<file path="config.mk">
export PLATFORM = sky130hd
export DESIGN_NAME = mio_ram16_arbiter_flat
export DESIGN_NICKNAME = d
export VERILOG_FILES = /design/src/rtl/mio_ram16_arbiter_pkg.sv /design/src/rtl/mio_ram16_arbiter_if.sv /design/src/rtl/mio_ram16_arbiter_rr_arb2.sv /design/src/rtl/mio_ram16_arbiter.sv /design/src/flat_wrapper.sv
export SDC_FILE = /design/constraint.sdc
export NUM_CORES = 1
export LEC_CHECK = 0
export ABC_AREA = 0
export BUFFER_PORTS_ARGS = -buffer_cell sky130_fd_sc_hd__buf_2
export CORE_MARGIN = 2
export CORE_UTILIZATION = 42
export CTS_BUF_LIST = sky130_fd_sc_hd__clkbuf_16
export CTS_CLUSTER_DIAMETER = 50
export DETAILED_ROUTE_END_ITERATION = 12
export PLACE_DENSITY = 0.75
export REMOVE_ABC_BUFFERS = 1
export SYNTH_ARGS = -nofsm -noshare
export SYNTH_HDL_FRONTEND = slang
export SYNTH_HIERARCHICAL = 1
export SYNTH_SLANG_ARGS = --single-unit
</file>
<file path="constraint.sdc">
create_clock -name clk -period 4.1 [get_ports clk]
set_clock_uncertainty 0.2 [all_clocks]
set_input_delay 1.23 -clock clk [delete_from_list [all_inputs] [get_ports clk]]
set_output_delay 1.23 -clock clk [all_outputs]
set_load 0.02 [all_outputs]
</file>
<file path="src/rtl/mio_ram16_arbiter_pkg.sv">
`default_nettype none
// +------------------------------------------------------------------+
// | mio_arb_pkg : state, owner and latency constants for the         |
// |               16-bit RAM arbiter                                 |
// | Rev 1.0                                                          |
// +------------------------------------------------------------------+
package mio_arb_pkg;

  typedef logic [2:0] state_t;
  localparam state_t ST_IDLE = 3'd0;
  localparam state_t ST_LO   = 3'd1;
  localparam state_t ST_HI   = 3'd2;
  localparam state_t ST_LAT  = 3'd3;
  localparam state_t ST_ACK  = 3'd4;

  typedef logic owner_t;
  localparam owner_t OWN_CPU = 1'b0;
  localparam owner_t OWN_DEV = 1'b1;

  // Cycles from the IDLE sampling edge to the ack-high cycle.
  localparam int LAT_WORD_RD = 4;
  localparam int LAT_WORD_WR = 3;
  localparam int LAT_HALF_RD = 3;
  localparam int LAT_HALF_WR = 2;
  localparam int LAT_DEV_RD  = 3;

endpackage
`default_nettype wire

</file>
<file path="src/rtl/mio_ram16_arbiter_if.sv">
`default_nettype none
// +------------------------------------------------------------------+
// | mio_ram16_arbiter_if : CPU port, device port and RAM port bundle |
// | Rev 1.0                                                          |
// +------------------------------------------------------------------+
interface mio_ram16_arbiter_if #(
  parameter int RAM_AW = 14
);
  logic              cpu_req;
  logic              cpu_we;
  logic              cpu_half;
  logic [31:0]       cpu_addr;
  logic [31:0]       cpu_wdata;
  logic [31:0]       cpu_rdata;
  logic              MIO_ready;

  logic              dev_req;
  logic [31:0]       dev_addr;
  logic [15:0]       dev_rdata;
  logic              dev_ack;

  logic [RAM_AW-1:0] ram_addr;
  logic              ram_we;
  logic [15:0]       ram_din;
  logic [15:0]       ram_dout;

  modport slave (
    input  cpu_req, cpu_we, cpu_half, cpu_addr, cpu_wdata,
    input  dev_req, dev_addr,
    input  ram_dout,
    output cpu_rdata, MIO_ready, dev_rdata, dev_ack,
    output ram_addr, ram_we, ram_din
  );

  modport master (
    output cpu_req, cpu_we, cpu_half, cpu_addr, cpu_wdata,
    output dev_req, dev_addr,
    output ram_dout,
    input  cpu_rdata, MIO_ready, dev_rdata, dev_ack,
    input  ram_addr, ram_we, ram_din
  );
endinterface
`default_nettype wire

</file>
<file path="src/rtl/mio_ram16_arbiter_rr_arb2.sv">
`default_nettype none
// +------------------------------------------------------------------+
// | rr_arb2 : two-requester round-robin arbiter, grant on strobe     |
// | Rev 1.0                                                          |
// +------------------------------------------------------------------+
module rr_arb2
  import mio_arb_pkg::*;
(
  input  wire logic   clk,
  input  wire logic   reset,
  input  wire logic   strobe,
  input  wire logic   req_cpu,
  input  wire logic   req_dev,
  input  wire logic   done,
  input  wire owner_t done_owner,
  output logic        gnt_valid,
  output owner_t      gnt_owner
);

  owner_t last_q;
  owner_t last_d;

  always_comb begin
    last_d = last_q;
    if (done) last_d = done_owner;
  end

  // Resetting to "dev" makes the CPU win the first tie.
  always_ff @(posedge clk or posedge reset) begin
    if (reset) last_q <= OWN_DEV;
    else       last_q <= last_d;
  end

  always_comb begin
    gnt_valid = strobe && (req_cpu || req_dev);
    gnt_owner = OWN_CPU;
    if (req_cpu && req_dev) gnt_owner = (last_q == OWN_DEV) ? OWN_CPU : OWN_DEV;
    else if (req_dev)       gnt_owner = OWN_DEV;
  end

endmodule
`default_nettype wire

</file>
<file path="src/rtl/mio_ram16_arbiter.sv">
`default_nettype none
// +------------------------------------------------------------------+
// | mio_ram16_arbiter : shares a 16-bit sync RAM between the CPU MIO |
// |                     port and a read-only device fetch port       |
// | Rev 1.0                                                          |
// +------------------------------------------------------------------+
module mio_ram16_arbiter
  import mio_arb_pkg::*;
#(
  parameter int RAM_AW = 14
) (
  input wire logic            clk,
  input wire logic            reset,
  mio_ram16_arbiter_if.slave  bus
);

  state_t            state_q,     state_d;
  owner_t            owner_q,     owner_d;
  logic              we_q,        we_d;
  logic              half_q,      half_d;
  logic [15:0]       wdata_hi_q,  wdata_hi_d;
  logic [31:0]       cpu_rdata_q, cpu_rdata_d;
  logic [15:0]       dev_rdata_q, dev_rdata_d;
  logic [RAM_AW-1:0] ram_addr_q,  ram_addr_d;
  logic              ram_we_q,    ram_we_d;
  logic [15:0]       ram_din_q,   ram_din_d;

  logic              gnt_valid;
  owner_t            gnt_owner;
  logic              arb_done;

  logic [31:0]       w_sel_addr;
  logic              w_sel_we;
  logic              w_sel_half;
  logic [RAM_AW-1:0] w_sel_ram_addr;

  // Bits above the RAM window and the byte-lane bit never reach the RAM.
  logic unused_addr_bits;
  assign unused_addr_bits = ^{bus.cpu_addr[31:RAM_AW+1], bus.cpu_addr[0],
                              bus.dev_addr[31:RAM_AW+1], bus.dev_addr[0]};

  rr_arb2 u_arb (
    .clk        (clk),
    .reset      (reset),
    .strobe     (state_q == ST_IDLE),
    .req_cpu    (bus.cpu_req),
    .req_dev    (bus.dev_req),
    .done       (arb_done),
    .done_owner (owner_q),
    .gnt_valid  (gnt_valid),
    .gnt_owner  (gnt_owner)
  );

  // Device fetches are always single-halfword reads.
  assign w_sel_addr     = (gnt_owner == OWN_CPU) ? bus.cpu_addr : bus.dev_addr;
  assign w_sel_we       = (gnt_owner == OWN_CPU) && bus.cpu_we;
  assign w_sel_half     = (gnt_owner == OWN_DEV) || bus.cpu_half;
  assign w_sel_ram_addr = w_sel_half ? w_sel_addr[RAM_AW:1]
                                     : {w_sel_addr[RAM_AW:2], 1'b0};

  always_comb begin
    state_d     = state_q;
    owner_d     = owner_q;
    we_d        = we_q;
    half_d      = half_q;
    wdata_hi_d  = wdata_hi_q;
    cpu_rdata_d = cpu_rdata_q;
    dev_rdata_d = dev_rdata_q;
    ram_addr_d  = ram_addr_q;
    ram_we_d    = 1'b0;
    ram_din_d   = ram_din_q;
    arb_done    = 1'b0;

    case (state_q)
      ST_IDLE: begin
        if (gnt_valid) begin
          owner_d    = gnt_owner;
          we_d       = w_sel_we;
          half_d     = w_sel_half;
          wdata_hi_d = bus.cpu_wdata[31:16];
          ram_addr_d = w_sel_ram_addr;
          ram_we_d   = w_sel_we;
          if (w_sel_we) ram_din_d = bus.cpu_wdata[15:0];
          state_d    = ST_LO;
        end
      end
      ST_LO: begin
        if (!half_q) begin
          ram_addr_d = {ram_addr_q[RAM_AW-1:1], 1'b1};
          ram_we_d   = we_q;
          if (we_q) ram_din_d = wdata_hi_q;
          state_d    = ST_HI;
        end else begin
          state_d    = we_q ? ST_ACK : ST_LAT;
        end
      end
      ST_HI: begin
        // RAM output now carries the low halfword addressed during LO.
        if (!we_q) cpu_rdata_d[15:0] = bus.ram_dout;
        state_d = we_q ? ST_ACK : ST_LAT;
      end
      ST_LAT: begin
        if (owner_q == OWN_DEV) dev_rdata_d = bus.ram_dout;
        else if (half_q)        cpu_rdata_d = {16'h0000, bus.ram_dout};
        else                    cpu_rdata_d[31:16] = bus.ram_dout;
        state_d = ST_ACK;
      end
      ST_ACK: begin
        arb_done = 1'b1;
        state_d  = ST_IDLE;
      end
      default: state_d = ST_IDLE;
    endcase
  end

  always_ff @(posedge clk or posedge reset) begin
    if (reset) begin
      state_q     <= ST_IDLE;
      owner_q     <= OWN_CPU;
      we_q        <= 1'b0;
      half_q      <= 1'b0;
      wdata_hi_q  <= '0;
      cpu_rdata_q <= '0;
      dev_rdata_q <= '0;
      ram_addr_q  <= '0;
      ram_we_q    <= 1'b0;
      ram_din_q   <= '0;
    end else begin
      state_q     <= state_d;
      owner_q     <= owner_d;
      we_q        <= we_d;
      half_q      <= half_d;
      wdata_hi_q  <= wdata_hi_d;
      cpu_rdata_q <= cpu_rdata_d;
      dev_rdata_q <= dev_rdata_d;
      ram_addr_q  <= ram_addr_d;
      ram_we_q    <= ram_we_d;
      ram_din_q   <= ram_din_d;
    end
  end

  assign bus.cpu_rdata = cpu_rdata_q;
  assign bus.dev_rdata = dev_rdata_q;
  assign bus.MIO_ready = (state_q == ST_ACK) && (owner_q == OWN_CPU);
  assign bus.dev_ack   = (state_q == ST_ACK) && (owner_q == OWN_DEV);
  assign bus.ram_addr  = ram_addr_q;
  assign bus.ram_we    = ram_we_q;
  assign bus.ram_din   = ram_din_q;

endmodule
`default_nettype wire

</file>
<file path="src/flat_wrapper.sv">
// flat-port wrapper written by rule: the top's interface ports become plain ports
module mio_ram16_arbiter_flat import mio_arb_pkg::*;
#(
  parameter int RAM_AW = 14
)
  (clk, reset, bus_cpu_req, bus_cpu_we, bus_cpu_half, bus_cpu_addr, bus_cpu_wdata, bus_dev_req, bus_dev_addr, bus_ram_dout, bus_cpu_rdata, bus_MIO_ready, bus_dev_rdata, bus_dev_ack, bus_ram_addr, bus_ram_we, bus_ram_din);
  mio_ram16_arbiter_if #(.RAM_AW(RAM_AW)) bus_i ();
  input wire logic clk;
  input wire logic reset;
  input wire logic [$bits(bus_i.cpu_req)-1:0] bus_cpu_req;
  input wire logic [$bits(bus_i.cpu_we)-1:0] bus_cpu_we;
  input wire logic [$bits(bus_i.cpu_half)-1:0] bus_cpu_half;
  input wire logic [$bits(bus_i.cpu_addr)-1:0] bus_cpu_addr;
  input wire logic [$bits(bus_i.cpu_wdata)-1:0] bus_cpu_wdata;
  input wire logic [$bits(bus_i.dev_req)-1:0] bus_dev_req;
  input wire logic [$bits(bus_i.dev_addr)-1:0] bus_dev_addr;
  input wire logic [$bits(bus_i.ram_dout)-1:0] bus_ram_dout;
  output wire logic [$bits(bus_i.cpu_rdata)-1:0] bus_cpu_rdata;
  output wire logic [$bits(bus_i.MIO_ready)-1:0] bus_MIO_ready;
  output wire logic [$bits(bus_i.dev_rdata)-1:0] bus_dev_rdata;
  output wire logic [$bits(bus_i.dev_ack)-1:0] bus_dev_ack;
  output wire logic [$bits(bus_i.ram_addr)-1:0] bus_ram_addr;
  output wire logic [$bits(bus_i.ram_we)-1:0] bus_ram_we;
  output wire logic [$bits(bus_i.ram_din)-1:0] bus_ram_din;
  assign bus_i.cpu_req = bus_cpu_req;
  assign bus_i.cpu_we = bus_cpu_we;
  assign bus_i.cpu_half = bus_cpu_half;
  assign bus_i.cpu_addr = bus_cpu_addr;
  assign bus_i.cpu_wdata = bus_cpu_wdata;
  assign bus_i.dev_req = bus_dev_req;
  assign bus_i.dev_addr = bus_dev_addr;
  assign bus_i.ram_dout = bus_ram_dout;
  assign bus_cpu_rdata = bus_i.cpu_rdata;
  assign bus_MIO_ready = bus_i.MIO_ready;
  assign bus_dev_rdata = bus_i.dev_rdata;
  assign bus_dev_ack = bus_i.dev_ack;
  assign bus_ram_addr = bus_i.ram_addr;
  assign bus_ram_we = bus_i.ram_we;
  assign bus_ram_din = bus_i.ram_din;
  mio_ram16_arbiter #(.RAM_AW(RAM_AW)) u_core (.clk(clk), .reset(reset), .bus(bus_i));
endmodule
</file>
==> summary.md, run 1 <==
### Clock tree
* **master cell of the clock root buffer** clkbuf_16
* **clock input transition at the sequential cells of the worst setup and hold paths** 0.07 ns
* **# H-tree levels** 3
* **number of cells upsized or downsized after cts** 0
* **CTS tree** built
* **clock latency at the later pin of the worst-skew pair** 0.33 ns
* **hold-fix buffer count after cts** 0
* **clock sink count** 102
* **clk buf depth** 2
* **post-CTS setup-driven buffer insertion count** 0
* **number of buffers created by CTS** 9

### Worst setup path
* **type of the setup path with the least slack** register to output pin
* **critical path data arrival time** 1.63 ns
* **kind of launch point of the worst setup path** register
* **number of buffers and inverters on the critical path** 2
* **largest fanout on the critical path** 9
* **Top Family by Delay on Critical Path** flip-flops
* **cell chain of the critical path** inv_1 -> nor3_1 -> and2_1 -> buf_2
* **data required time of the worst path** 2.67 ns
* **Critical Path Sink Type** output pin
* **largest incremental delay on the critical path** 0.56 ns
* **library cell contributing the largest single delay on the critical path** dfrtp_1

### Pwr
* **worst-case vdd ir drop** 340 µV
* **power density of the placed cells** 848 nW/µm²
* **leak pwr** 2.84 nW
* **total power after layout** 4.75 mW

### Yosys
* **top cells by area in the synthesized netlist** dfrtp_1, mux2_2, nand2_1
* **biggest area consumer among synthesized cells** dfrtp_1
* **post-synthesis area per instance** 11.9 µm²
* **Yosys warnings** 6
* **Async SR Flop Fraction** 1.00
* **top-area cell type share of the netlist area** 0.581
* **leading register cell type out of synthesis** dfrtp_1
* **total standard cell area after synthesis** 4350 µm²
* **cell with the most instances after synthesis** dfrtp_1
* **share of synthesized area occupied by flip-flops and latches** 0.587
* **EDFF count, synth** 0
* **synthesis-stage register bit count** 102
* **distinct cell type count after synthesis** 35
* **Syn Inst Count** 366
* **most numerous cell types in the synthesized netlist** dfrtp_1, nand2_1, mux2_2, o21ai_0, mux2i_1

### Outcome
* **status** completed

### Die
* **height of the die** 106 µm
* **die boundary width** 106 µm
* **core outline area** 10,200 µm²
* **boundary pin count** 199
* **Site Rows** 37
* **Die Outline Area** 11,200 µm²
* **starting utilization of the core area** 0.427

### Min path
* **Hold Crit Class** register to register

### Global route
* **vias in the first global route** 3,221
* **antenna violations before repair** 0
* **gr usage total** 0.176
* **total congestion overflow** 0
* **first-pass GRT wire length** 15,700 µm
* **pin count of the biggest net entering global routing** 59

### STA
* **setup repair after global routing missed its margin** no
* **highest clock rate** 327 MHz
* **final setup fails** 0
* **slew of the pin with the lowest slew margin** 1.10 ns
* **Setup TNS Final** 0 ns
* **final worst-path cycle share** 0.747
* **worst hold slack** 0.277 ns
* **number of hold violations in the final report** 0
* **fin. max-slew vios** 0
* **Min Clock Period, post-route** 3.06 ns
* **worst max-slew margin expressed relative to the limit** 0.260

### Route
* **routed length per placed instance** 14.6 µm
* **number of vias after detailed routing** 3,264
* **DR iter-0 viols** 122
* **via count normalized by instance count** 4.92
* **residual antenna-violating net count after detailed routing** 0
* **First-pass DRT Iterations** 4
* **count of unresolved DRC violations after routing** 0
* **WL final** 9700 µm

### Layout
* **FILL cells** 900
* **net count of the finished layout** 641
* **Sequential Area** 2550 µm²
* **final cell count without fillers** 664
* **share of cells above drive strength 1** 0.483
* **area of all placed cells without fillers** 5610 µm²
* **Inserted Diodes** 0
* **Area Growth Syn to Fin** 28.9%
* **area of combinational cells with multiple inputs** 1670 µm²

### Placed design
* **# port buffers** 162
* **post-detailed-placement half-perimeter wirelength** 6730 µm
* **dpl cells** 648
* **placed cell areas** 5280 µm²
* **gpl congestion** 0.773

### Run
* **max-cap check violation count** 0

logic make-up (layout without fill, tap and decap cells):
family          Yosys count  count (layout)  synth area share
flops                   102             102             0.587
simple gates            115             115             0.116
compound gates           45              45            0.0590
buf+inv                  26             188            0.0316
mux                      78              78             0.207
tightest hold or removal path, stage by stage (launching register included):
cell and delay, ns:
dfrtp_1 0.34, nand2_1 0.04, o21ai_0 0.06
flip-flops by register name, summed over array words and instances (netlist names):
| signal | count |
|---|---|
| u_core/state_q | 3 |
| u_core/wdata_hi_q | 16 |
| u_core/owner_q | 1 |
| u_core/u_arb/last_q | 1 |
| u_core/bus.ram_din | 16 |
| u_core/bus.cpu_rdata | 32 |
| u_core/bus.ram_we | 1 |
| u_core/we_q | 1 |
| u_core/half_q | 1 |
| u_core/bus.dev_rdata | 16 |
| u_core/bus.ram_addr | 14 |
cell type report:
type | count | area share
clock buffers | 9 | 0.0402
repair buffers | 167 | 0.153
inverters | 5 | 0.00379
multi-input cells | 238 | 0.298
clock inverters | 7 | 0.0190
flip-flops and latches | 102 | 0.455
well taps | 136 | 0.0303
placed cells by master, fill, tap and decap left out, drive strengths merged, types with 5 or more instances in the layout:
cell type	n
buf	167
dfrtp	101
nand2	97
mux2	65
o21ai	34
mux2i	13
clkbuf	9
inv	6
a21oi	5
power by group:
group	internal, mW	total, mW	switching [mW]
Combinational	0.856	2.04	1.18
Clock	0.545	0.929	0.384
Sequential	1.50	1.79	0.293
stage by stage:
stage / setup WS [ns] / utilization
2_1_floorplan: 0.0229 / -
3_3_place_gp: 0.991 / 0.518
3_5_place_dp: 0.965 / 0.518
4_1_cts: 1.01 / 0.551
5_1_grt: 0.890 / 0.551
6_report: 1.04 / 0.551
routing by layer:
| metal | share of wire | vias to the layer above | GRT usage |
|---|---|---|---|
| li1 | - | 1548 | - |
| met2 | 0.48 | 116 | 0.291 |
| met1 | 0.45 | 1593 | 0.228 |
| met3 | 0.065 | 7 | 0.0458 |
| met5 | 0 | - | 0 |
| met4 | 0.0086 | 0 | 0.0545 |
worst paths after layout:
path | from | end | slack [ns] | depth (start not counted)
min in group asynchronous | reset | u_core/u_arb/last_q | 0.71 | 2
hold reg to reg | u_core/bus.cpu_rdata[21] | u_core/bus.cpu_rdata[21] | 0.28 | 2
setup / recovery | u_core/state_q[2] | bus_dev_ack | 1.04 | 4
hold / removal | u_core/bus.cpu_rdata[21] | u_core/bus.cpu_rdata[21] | 0.28 | 2
setup reg to reg | u_core/state_q[0] | u_core/bus.ram_din[9] | 1.47 | 5
max in group asynchronous | reset | u_core/bus.cpu_rdata[15] | 2.16 | 3
Power figures use the tool's default switching activity.
==> run 2: changes to the inputs <==
clock period = 2.7 ns   (was 4.1 ns; I/O delays follow)
==> run 2 against run 1 <==
  * Register-to-register slack got worse by 1.2 ns
  * Highest routed layer unchanged
  * Utilization increased by 0.11 points
  * Critical endpoint unchanged
  * Critical path depth did not move
  * Via count up 0.74%
  * Clock-buffer cell count did not move
  * Sequential power is 49% higher
  * Sequential cell count unchanged
==> summary.md, run 2 (same netlist as run 1, synthesis figures left out) <==
### Global route
* **vias in the first global route** 3,307
* **gr usage total** 0.182
* **first-pass GRT wire length** 16,100 µm
* **total congestion overflow** 0
* **antenna violations before repair** 0
* **pin count of the biggest net entering global routing** 102

### Route
* **DR iter-0 viols** 96
* **via count normalized by instance count** 4.90
* **count of unresolved DRC violations after routing** 0
* **WL final** 9900 µm
* **number of vias after detailed routing** 3,288
* **residual antenna-violating net count after detailed routing** 0
* **routed length per placed instance** 14.7 µm
* **First-pass DRT Iterations** 4

### Clock tree
* **post-CTS setup-driven buffer insertion count** 0
* **clock input transition at the sequential cells of the worst setup and hold paths** 0.07 ns
* **CTS tree** built
* **hold-fix buffer count after cts** 0
* **# H-tree levels** 3
* **clock sink count** 102
* **master cell of the clock root buffer** clkbuf_16
* **clock latency at the later pin of the worst-skew pair** 0.33 ns
* **number of cells upsized or downsized after cts** 0
* **number of buffers created by CTS** 9
* **clk buf depth** 2

### Die
* **starting utilization of the core area** 0.427
* **Die Outline Area** 11,200 µm²
* **boundary pin count** 199
* **die boundary width** 106 µm
* **height of the die** 106 µm
* **Site Rows** 37
* **core outline area** 10,200 µm²

### Pwr
* **portion of total power attributed to sequential cells** 0.375
* **net switching component of the power** 2.86 mW
* **switching share of total power** 0.401
* **part of the total power dissipated in combinational logic** 0.451
* **internal cell power** 4.27 mW
* **worst-case vdd ir drop** 483 µV
* **leak pwr** 2.86 nW
* **Clk network pwr share** 0.174
* **power density of the placed cells** 1270 nW/µm²

### STA
* **final worst-path cycle share** 0.940
* **slew of the pin with the lowest slew margin** 0.589 ns
* **highest clock rate** 394 MHz
* **setup repair after global routing missed its margin** no
* **fin. max-slew vios** 0
* **Setup TNS Final** 0 ns
* **final setup fails** 0
* **worst max-slew margin expressed relative to the limit** 0.605
* **number of hold violations in the final report** 0
* **Min Clock Period, post-route** 2.54 ns

### Layout
* **share of cells above drive strength 1** 0.490
* **max reg flops** 32
* **Inserted Diodes** 0
* **Area Growth Syn to Fin** 29.2%
* **leading cell type in the layout, fill and taps excluded** buf_2
* **FILL cells** 919
* **commonest cells after routing, fill and taps aside** buf_2, dfrtp_1, nand2_1, mux2_2, o21ai_0
* **share of the core filled with cells** 0.552
* **net count of the finished layout** 648

### Min path
* **beginning of the worst hold path** u_core/wdata_hi_q[8]
* **Hold Crit Class** register to register
* **cell depth of the worst hold path** 2
* **endpoint of the worst hold path** u_core/wdata_hi_q[8]

### Worst setup path
* **worst reg2reg path startpoint** u_core/state_q[1]
* **critical path data arrival time** 1.53 ns
* **kind of launch point of the worst setup path** register
* **largest fanout on the critical path** 12
* **worst setup slack for register-to-register paths** 0.25 ns
* **Critical Path Sink Type** output pin
* **reg-to-reg endpoint** u_core/bus.ram_din[11]
* **number of cell instances on the worst register-to-register path** 5
* **type of the setup path with the least slack** register to output pin
* **data required time of the worst path** 1.69 ns

### Placed design
* **gpl congestion** 0.749
* **post-detailed-placement half-perimeter wirelength** 6950 µm
* **# port buffers** 162

### Run
* **max-cap check violation count** 0

### Outcome
* **status** completed

[run 2: cell types whose count changed in the layout (fill, tap and decap cells not counted), sizes merged]
| cell | before | now |
|---|---|---|
| buf | 167 | 174 |
| clkinv | 2 | 4 |
| clkinvlp | 2 | 1 |
| inv | 6 | 7 |
| bufinv | 2 | 0 |
[run 2: layout make-up]
cell class,instances,area (µm²),area share
timing repair buffer,174,913,0.163
clock buffer,9,225,0.0401
inverter,5,21.3,0.00378
tap,136,170,0.0303
sequential,102,2550,0.454
multi-input combinational,238,1670,0.297
clock inverter,7,65.1,0.0116
[run 2: how the worst max path moves through the flow]
stage | start | to | slack (ns) | cells after the start
2_1_floorplan | reset | u_core/bus.cpu_rdata[0] | -0.96 | 1
3_3_place_gp | bus_cpu_req | u_core/bus.ram_din[13] | 0.01 | 5
3_5_place_dp | bus_cpu_req | u_core/bus.ram_din[11] | -0.01 | 5
5_1_grt | u_core/state_q[1] | bus_dev_ack | 0.05 | 4
4_1_cts | u_core/state_q[1] | bus_dev_ack | 0.14 | 4
6_report | u_core/state_q[1] | bus_dev_ack | 0.16 | 4
[run 2: per-stage QoR]
step                      worst slack, ns  hold WS (ns)  cell area, µm²  instances  power [mW]
final                               0.162         0.274            5620        671        7.13
after global routing               0.0518         0.292            5620        671        7.62
after CTS                           0.143         0.278            5620        671        7.22
after detailed placement          -0.0114         0.260            5330        655        5.96
after global placement             0.0127         0.253            5330        655        5.81
after floorplan                    -0.957         0.240            4230        345        4.77
[run 2: power by group through the flow]
stage / Clock (mW) / Combinational, mW / Sequential [mW]
floorplan: 0 / 1.39 / 3.38
global placement: 0 / 3.17 / 2.64
detailed placement: 0 / 3.27 / 2.70
CTS: 1.28 / 3.27 / 2.68
global route: 1.35 / 3.50 / 2.76
finish: 1.24 / 3.22 / 2.67
[run 2: critical path: stages (launching register included)]
cell and delay, ns:
dfrtp_1 0.38, buf_4 0.18, nor3_1 0.31, and2_1 0.17, buf_2 0.15
[run 2: metal layers]
layer / vias up / share of wire / track usage
li1: 1563 / - / -
met1: 1605 / 0.43 / 0.228
met2: 112 / 0.50 / 0.318
met3: 8 / 0.053 / 0.0346
met4: 0 / 0.011 / 0.0564
met5: - / 0 / 0
==> run 3: changes to the inputs <==
ABC_AREA = 1   (was 0)
CORE_UTILIZATION = 43   (was 42)
PLACE_DENSITY = 0.76   (was 0.75)
==> run 3 against run 2 <==
  * Global-route usage increased by 3.2 points
  * Final cell count up 27%
  * Sequential cell count unchanged
  * Via count up 28%
  * Non-clock buffer count is 1 lower
  * Power is 2.4% higher
  * Critical path type unchanged
  * Largest power group unchanged
==> summary.md, run 3 <==
### Layout
* **Inserted Diodes** 0
* **commonest cells after routing, fill and taps aside** nand2_1, buf_2, dfrtp_1, nand3_1, o21ai_0
* **share of the core filled with cells** 0.563
* **max reg flops** 32
* **final cell count without fillers** 855
* **leading cell type in the layout, fill and taps excluded** nand2_1
* **Area Growth Syn to Fin** 27.5%
* **net count of the finished layout** 832
* **share of cells above drive strength 1** 0.289
* **area of all placed cells without fillers** 5790 µm²

### Route
* **DR top layer** met4
* **count of unresolved DRC violations after routing** 0
* **First-pass DRT Iterations** 4
* **total length of routed met3 wires** 809 µm
* **number of vias after detailed routing** 4,221
* **residual antenna-violating net count after detailed routing** 0
* **DR iter-0 viols** 276
* **routed wl met2** 5530 µm
* **WL final** 11,700 µm
* **routed length on met1** 5320 µm
* **via count normalized by instance count** 4.94
* **routed length per placed instance** 13.7 µm

### Yosys
* **EDFF count, synth** 0
* **Yosys warnings** 6
* **share of synthesized area occupied by flip-flops and latches** 0.563
* **biggest area consumer among synthesized cells** dfrtp_1
* **Async SR Flop Fraction** 1.00
* **cell with the most instances after synthesis** nand2_1
* **distinct cell type count after synthesis** 25
* **post-synthesis share of cell area spent on and, or, nand and nor gates** 0.346
* **adder-cell area share of the yosys netlist** 0
* **total standard cell area after synthesis** 4540 µm²
* **synthesis-stage register bit count** 102
* **Syn Inst Count** 559
* **share of the synthesized netlist area taken by xor and xnor gates** 0
* **leading register cell type out of synthesis** dfrtp_1
* **synthesized-area fraction occupied by ao, oa, aoi and oai cells** 0.0391
* **share of cell area taken by muxes after synthesis** 0
* **main combinational cell family by area after synthesis** simple AND/OR/NAND/NOR gates
* **post-synthesis area per instance** 8.12 µm²
* **top cells by area in the synthesized netlist** dfrtp_1, nand2_1, nand3_1
* **most numerous cell types in the synthesized netlist** nand2_1, dfrtp_1, nand3_1, o21ai_0, inv_1
* **top-area cell type share of the netlist area** 0.557

### STA
* **highest clock rate** 397 MHz
* **fin. max-slew vios** 0
* **number of hold violations in the final report** 0
* **worst hold slack** 0.269 ns
* **Min Clock Period, post-route** 2.52 ns
* **setup repair after global routing missed its margin** no
* **slew of the pin with the lowest slew margin** 0.586 ns
* **worst setup margin** 0.180 ns
* **final setup fails** 0
* **worst max-slew margin expressed relative to the limit** 0.608
* **Setup TNS Final** 0 ns
* **final worst-path cycle share** 0.933

### Global route
* **antenna violations before repair** 0
* **vias in the first global route** 4,012
* **first-pass GRT wire length** 19,400 µm
* **gr usage total** 0.213
* **total congestion overflow** 0
* **pin count of the biggest net entering global routing** 48

### Placed design
* **post-detailed-placement half-perimeter wirelength** 8240 µm
* **gpl congestion** 0.802
* **placed cell areas** 5470 µm²
* **dpl cells** 839
* **# port buffers** 162
* **pre-CTS worst setup slack** 0.317 ns

### Min path
* **Hold Crit Class** register to register

### Pwr
* **leak pwr** 3.37 nW
* **total power after layout** 7.30 mW
* **worst-case vdd ir drop** 544 µV
* **power density of the placed cells** 1260 nW/µm²

### Worst setup path
* **worst setup slack for register-to-register paths** 0.32 ns
* **termination of the worst setup path** bus_MIO_ready
* **largest fanout on the critical path** 7
* **data required time of the worst path** 1.69 ns
* **type of the setup path with the least slack** register to output pin
* **number of cell instances on the worst register-to-register path** 9
* **kind of launch point of the worst setup path** register
* **launch point of the worst path** u_core/state_q[0]
* **reg-to-reg endpoint** u_core/bus.ram_din[3]
* **critical path data arrival time** 1.51 ns
* **worst reg2reg path startpoint** u_core/state_q[0]
* **Critical Path Sink Type** output pin

### Outcome
* **status** completed

### Clock tree
* **clock input transition at the sequential cells of the worst setup and hold paths** 0.07 ns
* **# H-tree levels** 3
* **master cell of the clock root buffer** clkbuf_16
* **number of buffers created by CTS** 9
* **CTS tree** built
* **clock latency at the later pin of the worst-skew pair** 0.33 ns
* **clk buf depth** 2
* **post-CTS setup-driven buffer insertion count** 0
* **clock sink count** 102

### Run
* **max-cap check violation count** 0

### Die
* **core outline area** 10,300 µm²
* **die boundary width** 107 µm
* **boundary pin count** 199
* **height of the die** 107 µm
* **Site Rows** 37
* **Die Outline Area** 11,400 µm²
* **starting utilization of the core area** 0.442

run 3: cell type report:
class | count | area (µm²)
Clock buffer | 9 | 225
Clock inverter | 7 | 87.6
Fill cell | 979 | 4490
Inverter | 23 | 88.8
Multi-Input combinational cell | 405 | 1750
Sequential cell | 102 | 2550
Tap cell | 136 | 170
Timing Repair Buffer | 173 | 906
run 3: repair_timing:
action | 4_1_cts | 5_1_grt
hold buffers | 0 | 0
endpoints found under the hold margin | 0 | 0
resized for setup | 0 | 1
endpoints found under the setup margin | 0 | 2
run 3: layer usage:
layer	vias up	global-route usage
li1	2076	-
met1	1960	0.298
met2	178	0.348
met3	7	0.0353
met4	0	0.0538
met5	-	0
run 3: worst min-delay path by stage:
stage,end,depth (start not counted),slack [ns],start
2_1_floorplan,u_core/wdata_hi_q[10],2,0.24,u_core/wdata_hi_q[10]
3_3_place_gp,u_core/bus.cpu_rdata[7],2,0.25,u_core/bus.cpu_rdata[7]
3_5_place_dp,u_core/bus.cpu_rdata[12],2,0.25,u_core/bus.cpu_rdata[12]
4_1_cts,u_core/bus.cpu_rdata[12],2,0.27,u_core/bus.cpu_rdata[12]
5_1_grt,u_core/u_arb/last_q,2,0.30,reset
6_report,u_core/bus.cpu_rdata[12],2,0.27,u_core/bus.cpu_rdata[12]
run 3: power by group:
part	internal (mW)	switching, mW
clock network	0.742	0.596
registers	2.27	0.437
logic	1.03	2.24
total	4.04	3.27
run 3: worst max-delay path, cell delays in order, from the launching register on:
cell and delay [ns]:
dfrtp_1 0.51, nor3_2 0.30, inv_1 0.09, nor2_1 0.11, buf_2 0.18
run 3: logic make-up after synthesis:
group,after synthesis
buffers and inverters,52
flip-flops,102
AND/OR/NAND/NOR,373
AO/OA/AOI/OAI,32
